==> src/rtl/nes_ppu_pkg.sv <==
// nes_ppu_pkg: shared types and CHR address helpers for the PPU pattern fetch path.
package nes_ppu_pkg;
    typedef enum logic [1:0] {IDLE, FETCH_LO, FETCH_HI} fetch_state_t;
    localparam logic [3:0] CHR_PLANE_OFS = 4'h8;
    localparam int CHR_SIZE = 'h2000;
    localparam int PT_HALF_BIT = 12;
    // Lo-plane address of a tile row; the hi plane is this plus CHR_PLANE_OFS.
    function automatic logic [15:0] chr_addr(input logic pt, input logic [7:0] tile, input logic [2:0] fy);
        return ((16'(pt) << PT_HALF_BIT) | {4'b0000, tile, 1'b0, fy}) & 16'(CHR_SIZE - 1);
    endfunction
endpackage

==> src/rtl/chr_pixel_shifter.sv <==
// chr_pixel_shifter: hold buffer plus 2-plane pixel shifter with gapless reload and sticky underrun.
module chr_pixel_shifter (
    input  logic       ppu_clk,
    input  logic       rst_n,
    input  logic       cap,
    input  logic [7:0] cap_lo,
    input  logic [7:0] cap_hi,
    input  logic       pix_en,
    output logic [1:0] pixel,
    output logic       pix_valid,
    output logic       hold_valid,
    output logic       underrun
);
    logic [7:0] hold_lo, hold_hi, sh_lo, sh_hi;
    logic [3:0] cnt;
    logic reload;
    // Reloading as the last pixel leaves keeps rows back-to-back with no empty cycle.
    assign reload = hold_valid && (cnt == 4'd0 || (cnt == 4'd1 && pix_en));
    assign pix_valid = cnt != 4'd0;
    assign pixel = pix_valid ? {sh_hi[7], sh_lo[7]} : 2'b00;
    always_ff @(posedge ppu_clk or negedge rst_n) begin
        if (!rst_n) begin
            hold_lo <= '0;
            hold_hi <= '0;
            hold_valid <= 1'b0;
            sh_lo <= '0;
            sh_hi <= '0;
            cnt <= '0;
            underrun <= 1'b0;
        end else begin
            if (cap) begin
                hold_lo <= cap_lo;
                hold_hi <= cap_hi;
                hold_valid <= 1'b1;
            end else if (reload) begin
                hold_valid <= 1'b0;
            end
            if (reload) begin
                sh_lo <= hold_lo;
                sh_hi <= hold_hi;
                cnt <= 4'd8;
            end else if (pix_en && pix_valid) begin
                sh_lo <= sh_lo << 1;
                sh_hi <= sh_hi << 1;
                cnt <= cnt - 4'd1;
            end
            if (pix_en && !pix_valid && !hold_valid)
                underrun <= 1'b1;
        end
    end
endmodule

==> src/rtl/chr_tile_fetcher.sv <==
// chr_tile_fetcher: fetches both bitplanes of one CHR tile row from rom_master and
// hands them to the pixel shifter, overlapping the next fetch with shifting.
module chr_tile_fetcher
    import nes_ppu_pkg::*;
#(
    parameter int ROM_LAT = 1
) (
    input  logic        ppu_clk,
    input  logic        rst_n,
    input  logic        start,
    input  logic [7:0]  tile_idx,
    input  logic [2:0]  fine_y,
    input  logic        pt_sel,
    output logic        ready,
    output logic        busy,
    output logic        done,
    output logic [15:0] ppu_ab,
    input  logic [7:0]  ppu_do,
    input  logic        pix_en,
    output logic [1:0]  pixel,
    output logic        pix_valid,
    output logic        underrun
);
    localparam int LW = $clog2(ROM_LAT + 1) + 1;
    localparam logic [LW-1:0] LAT_MAX = LW'(ROM_LAT);
    fetch_state_t state;
    logic [LW-1:0] lat;
    logic [7:0] lo_q;
    logic hold_valid, last, cap;
    assign last = lat == LAT_MAX;
    assign cap = state == FETCH_HI && last;
    assign ready = !busy && !hold_valid;
    // The latched request lives in ppu_ab itself; the hi plane only sets the plane bit.
    always_ff @(posedge ppu_clk or negedge rst_n) begin
        if (!rst_n) begin
            state <= IDLE;
            lat <= '0;
            lo_q <= '0;
            ppu_ab <= '0;
            busy <= 1'b0;
            done <= 1'b0;
        end else begin
            done <= 1'b0;
            lat <= (state == IDLE || last) ? '0 : lat + 1'b1;
            case (state)
                IDLE: if (start && ready) begin
                    ppu_ab <= chr_addr(pt_sel, tile_idx, fine_y);
                    busy <= 1'b1;
                    state <= FETCH_LO;
                end
                FETCH_LO: if (last) begin
                    lo_q <= ppu_do;
                    ppu_ab <= ppu_ab | 16'(CHR_PLANE_OFS);
                    state <= FETCH_HI;
                end
                FETCH_HI: if (last) begin
                    ppu_ab <= '0;
                    busy <= 1'b0;
                    done <= 1'b1;
                    state <= IDLE;
                end
                default: state <= IDLE;
            endcase
        end
    end
    chr_pixel_shifter u_shifter (
        .ppu_clk(ppu_clk),
        .rst_n(rst_n),
        .cap(cap),
        .cap_lo(lo_q),
        .cap_hi(ppu_do),
        .pix_en(pix_en),
        .pixel(pixel),
        .pix_valid(pix_valid),
        .hold_valid(hold_valid),
        .underrun(underrun)
    );
endmodule

==> config.mk <==
export PLATFORM = sky130hd
export DESIGN_NAME = chr_tile_fetcher
export DESIGN_NICKNAME = d
export VERILOG_FILES = /design/src/rtl/nes_ppu_pkg.sv /design/src/rtl/chr_pixel_shifter.sv /design/src/rtl/chr_tile_fetcher.sv
export SDC_FILE = /design/constraint.sdc
export NUM_CORES = 1
export LEC_CHECK = 0
export CAP_MARGIN = 20
export CELL_PAD_IN_SITES_DETAIL_PLACEMENT = 0
export CELL_PAD_IN_SITES_GLOBAL_PLACEMENT = 2
export CORE_MARGIN = 2
export CORE_UTILIZATION = 40
export CTS_BUF_LIST = sky130_fd_sc_hd__clkbuf_8
export DETAILED_ROUTE_END_ITERATION = 8
export DONT_BUFFER_PORTS = 1
export PLACE_DENSITY = 0.75
export SETUP_SLACK_MARGIN = 0.2
export SYNTH_ARGS = -nofsm -noshare
export SYNTH_HDL_FRONTEND = slang
export SYNTH_HIERARCHICAL = 1
export SYNTH_SLANG_ARGS = --single-unit
==> constraint.sdc <==
create_clock -name ppu_clk -period 1.96 [get_ports ppu_clk]
set_clock_uncertainty 0.05 [all_clocks]
set_input_delay 0.392 -clock ppu_clk [delete_from_list [all_inputs] [get_ports ppu_clk]]
set_output_delay 0.392 -clock ppu_clk [all_outputs]
set_load 0.1 [all_outputs]
==> report_table.html <==
<table>
<tr><th>Metric</th><th>Value</th></tr>
<tr><th colspan="2">Outcome</th></tr>
<tr><td>Outcome</td><td>complete, but fails checks</td></tr>
<tr><td>Violated checks</td><td>hold timing, setup timing</td></tr>
<tr><th colspan="2">Place</th></tr>
<tr><td>Worst slack at placement</td><td>about 0.11 ns</td></tr>
<tr><td>Number of buffers inserted by port buffering</td><td>0</td></tr>
<tr><td>Placed wire-length estimate after detailed placement</td><td>3370 µm</td></tr>
<tr><td>Gpl congestion</td><td>between 0.7 and 0.8</td></tr>
<tr><td>Post-placement cell area</td><td>roughly 3200 µm²</td></tr>
<tr><th colspan="2">Detailed routing</th></tr>
<tr><td>Starting DRC count in detailed routing</td><td>127</td></tr>
<tr><td>Remaining DRCs</td><td>0</td></tr>
<tr><td>Routed vias</td><td>1845</td></tr>
<tr><td>Post-DRT Antenna Nets</td><td>0</td></tr>
<tr><td>Ratio of routed vias to standard cells</td><td>slightly above 5</td></tr>
<tr><td>Routed wire per std cell</td><td>roughly 16 µm</td></tr>
<tr><td>Routed wire length</td><td>5690 µm</td></tr>
<tr><td>Pre-antenna DRT Iters</td><td>6</td></tr>
<tr><th colspan="2">Synth</th></tr>
<tr><td>Total standard cell area after synthesis</td><td>~3000 µm²</td></tr>
<tr><td>Fraction of registers with async set or reset after synthesis</td><td>between 90% and 100%</td></tr>
<tr><td>Most instantiated flip-flop cell in the synthesis netlist</td><td>dfrtp_1</td></tr>
<tr><td>Syn Inst Count</td><td>237</td></tr>
<tr><td>#FFs+latches synth</td><td>65</td></tr>
<tr><td>Most frequent cells after synthesis</td><td>65 x dfrtp_1, 37 x mux2_2, 26 x nor2b_1</td></tr>
<tr><td>Number of enable flip-flop cells after synthesis</td><td>0</td></tr>
<tr><td>Synth area leaders</td><td>dfrtp_1 54%, mux2_2 14%, nor2b_1 5.4%, ha_1 4.2%, o221a_1 2.6%</td></tr>
<tr><td>Synth Area per Inst</td><td>between 10 and 15 µm²</td></tr>
<tr><td>Post-synth cell types</td><td>37</td></tr>
<tr><td>Library cell with the highest instance count after synthesis</td><td>dfrtp_1</td></tr>
<tr><td>Cell taking the most area after synthesis</td><td>dfrtp_1</td></tr>
<tr><td>Area share of the largest cell type after synthesis</td><td>54.3%</td></tr>
<tr><td>Proportion of synthesized chip area in sequential cells</td><td>about 54%</td></tr>
<tr><td>Ys Warns</td><td>6</td></tr>
<tr><th colspan="2">Global route</th></tr>
<tr><td>Pin count of the biggest net entering global routing</td><td>between 60 and 70</td></tr>
<tr><td>Total routing usage reported by global routing</td><td>15.2%</td></tr>
<tr><td>Number of antenna violations at the first check in global routing</td><td>0</td></tr>
<tr><td>GRT busiest layer</td><td>met2</td></tr>
<tr><td>Global-route wire length before repair</td><td>approximately 10000 µm</td></tr>
<tr><td>Global-route met1 utilization</td><td>approximately a fifth</td></tr>
<tr><td>Number of global-route vias before repair</td><td>1973</td></tr>
<tr><td>Routing usage on met3</td><td>under 10%</td></tr>
<tr><td>Grt total ovfl</td><td>0</td></tr>
<tr><td>Met2 Track Usage GR</td><td>between 20% and 30%</td></tr>
<tr><th colspan="2">Setup path</th></tr>
<tr><td>R2r startpoint</td><td>busy</td></tr>
<tr><td>Data arrival, critical path</td><td>about 1.6 ns</td></tr>
<tr><td>Crit start category</td><td>register</td></tr>
<tr><td>Critical path startpoint</td><td>u_shifter/cnt[1]</td></tr>
<tr><td>Crit path kind</td><td>reg -&gt; out</td></tr>
<tr><td>Crit. End Element</td><td>output port</td></tr>
<tr><td>Critical Path RT</td><td>around 1.5 ns</td></tr>
<tr><td>Largest driver fanout on the critical path</td><td>3</td></tr>
<tr><th colspan="2">Final layout</th></tr>
<tr><td>Number of antenna diodes</td><td>0</td></tr>
<tr><td>Post-route design area</td><td>3610 µm²</td></tr>
<tr><td>Layout-stage area growth over the synthesis result</td><td>20.4%</td></tr>
<tr><td>Fill cell total of the finished layout</td><td>between 600 and 700</td></tr>
<tr><td>Total number of nets in the final design</td><td>293</td></tr>
<tr><td>Layout cell share with drive strength beyond 1</td><td>roughly two fifths</td></tr>
<tr><td>Util after Layout</td><td>between 40% and 50%</td></tr>
<tr><th colspan="2">CTS</th></tr>
<tr><td>Clock buffers created by TritonCTS</td><td>9</td></tr>
<tr><td>Clk root buf</td><td>clkbuf_8</td></tr>
<tr><td>Reg clk slew, reported paths</td><td>about 0.070 ns</td></tr>
<tr><td>H-tree Lvls</td><td>3</td></tr>
<tr><td>Max clock buf depth</td><td>2</td></tr>
<tr><td>Clock Sink Count</td><td>65</td></tr>
<tr><td>Clock tree from TritonCTS</td><td>yes</td></tr>
<tr><td>Clock latency at the later pin of the worst-skew pair</td><td>0.33 ns</td></tr>
<tr><th colspan="2">STA</th></tr>
<tr><td>Worst Setup Slack, final</td><td>-0.113 ns</td></tr>
<tr><td>Endpoints failing hold</td><td>65</td></tr>
<tr><td>Total negative slack for setup checks</td><td>-0.225 ns</td></tr>
<tr><td>Highest Clock Rate</td><td>roughly 480 MHz</td></tr>
<tr><td>Unrepaired setup endpoints after global routing</td><td>yes</td></tr>
<tr><td>Final critical path time including I/O delays and setup</td><td>between 2 and 2.5 ns</td></tr>
<tr><td>Slew margin rel.</td><td>39.6%</td></tr>
<tr><td>Worst hold margin</td><td>-0.305 ns</td></tr>
<tr><td>Pins Over Slew Limit</td><td>0</td></tr>
<tr><td>Share of the clock period used by the worst path</td><td>106%</td></tr>
<tr><td>Number of setup violations in the final report</td><td>3</td></tr>
<tr><td>Actual transition at the worst max-transition pin</td><td>between 0.9 and 1 ns</td></tr>
<tr><th colspan="2">Floorplanning</th></tr>
<tr><td>Top-level I/O count</td><td>between 40 and 50</td></tr>
<tr><td>Horizontal die dimension</td><td>90.5 µm</td></tr>
<tr><td>Site row count</td><td>31</td></tr>
<tr><td>Die ar.</td><td>between 8000 and 9000 µm²</td></tr>
<tr><td>Vertical die dimension</td><td>90.5 µm</td></tr>
<tr><td>Initial Utilization</td><td>roughly two fifths</td></tr>
<tr><td>Area of the placeable core</td><td>7250 µm²</td></tr>
<tr><th colspan="2">Flow run</th></tr>
<tr><td>Max-cap violations</td><td>0</td></tr>
<tr><th colspan="2">Worst hold path</th></tr>
<tr><td>Worst hold path class</td><td>in -&gt; async</td></tr>
</table>
through the flow:
| stage | std cells | hold slack (ns) |
|---|---|---|
| after floorplan | 239 | 0.0464 |
| after global placement | 338 | 0.0475 |
| after detailed placement | 338 | 0.0477 |
| after CTS | 363 | -0.321 |
| after global routing | 363 | -0.339 |
| final | 363 | -0.305 |
path summary, 6_finish.rpt:
path,slack (ns),depth (start not counted),endpoint
min reg2reg,0.42,1,lat[0]
max,-0.11,5,pixel[1]
min,-0.30,0,ppu_ab[8]
max reg2reg,0.11,4,ppu_ab[5]
max in group asynchronous,2.05,0,busy
min in group ppu_clk,0.13,2,u_shifter/hold_hi[0]
critical path, cell delays in order, from the launching register on:
cell     delay (ns)
dfrtp_1        0.37
inv_2          0.06
ha_4           0.15
nor3b_4        0.15
buf_6          0.13
and2b_4        0.45
layout by cell type (no fill, tap or decap), drive strengths merged:
cell type  instances
mux2              40
a2111oi            1
nor2b             26
mux2i              3
nor3               2
nor4b              1
o21ai             16
inv               15
a31o               1
a21o               1
clkinv             2
nand2              8
o211ai             3
nand3              1
o31ai              1
nor3b              1
a211oi             2
or2                2
and2b              2
buf               21
conb               3
clkbuf             9
a31oi              1
nor2               3
clkinvlp           3
a21oi              2
dfrtp             65
ha                10
o22ai              2
or3b               1
o2111ai            1
bufinv             1
o221a             14
cell type report:
| type | instances | area [µm²] | share of cell area [%] |
|---|---|---|---|
| clock buffers | 9 | 124 | 3.44 |
| repair buffers | 21 | 224 | 6.21 |
| well taps | 99 | 124 | 3.44 |
| inverters | 14 | 56.3 | 1.56 |
| clock inverters | 7 | 71.3 | 1.98 |
| flip-flops and latches | 65 | 1640 | 45.4 |
| multi-input cells | 148 | 1370 | 38.0 |
kinds of logic after synthesis:
logic type,count (synthesis),share of synthesized area (%)
adder cells (fa/ha/maj),10,4.18
other,1,0.125
flip-flops,65,54.3
buffers and inverters,28,4.51
AND/OR/NAND/NOR,47,9.53
multiplexers,41,15.4
AO/OA/AOI/OAI,45,11.9
registers in the layout, summed over array words and instances (netlist names), 2 cells and up:
name and cells:
lo_q 8, ppu_ab 13, state 2, u_shifter/sh_lo 8, u_shifter/cnt 4, lat 2
u_shifter/sh_hi 8, u_shifter/hold_lo 8, u_shifter/hold_hi 8
what timing repair did:
action / 4_1_cts / 5_1_grt
setup buffers: 7 / 0
hold endpoints to repair: 65 / 65
gates cloned: 2 / 0
setup endpoints to repair: 32 / 36
pin swaps: 3 / 1
gates resized for setup: 22 / 9
layer usage:
layer,part of all wire (%),vias up
li1,-,882
met1,50,915
met2,44,40
met3,4.0,8
met4,1.5,0
met5,0,-
Power is left out: the tool's default activity adds up to more than one toggle a clock period on the data nets, which glitch-free logic cannot reach.
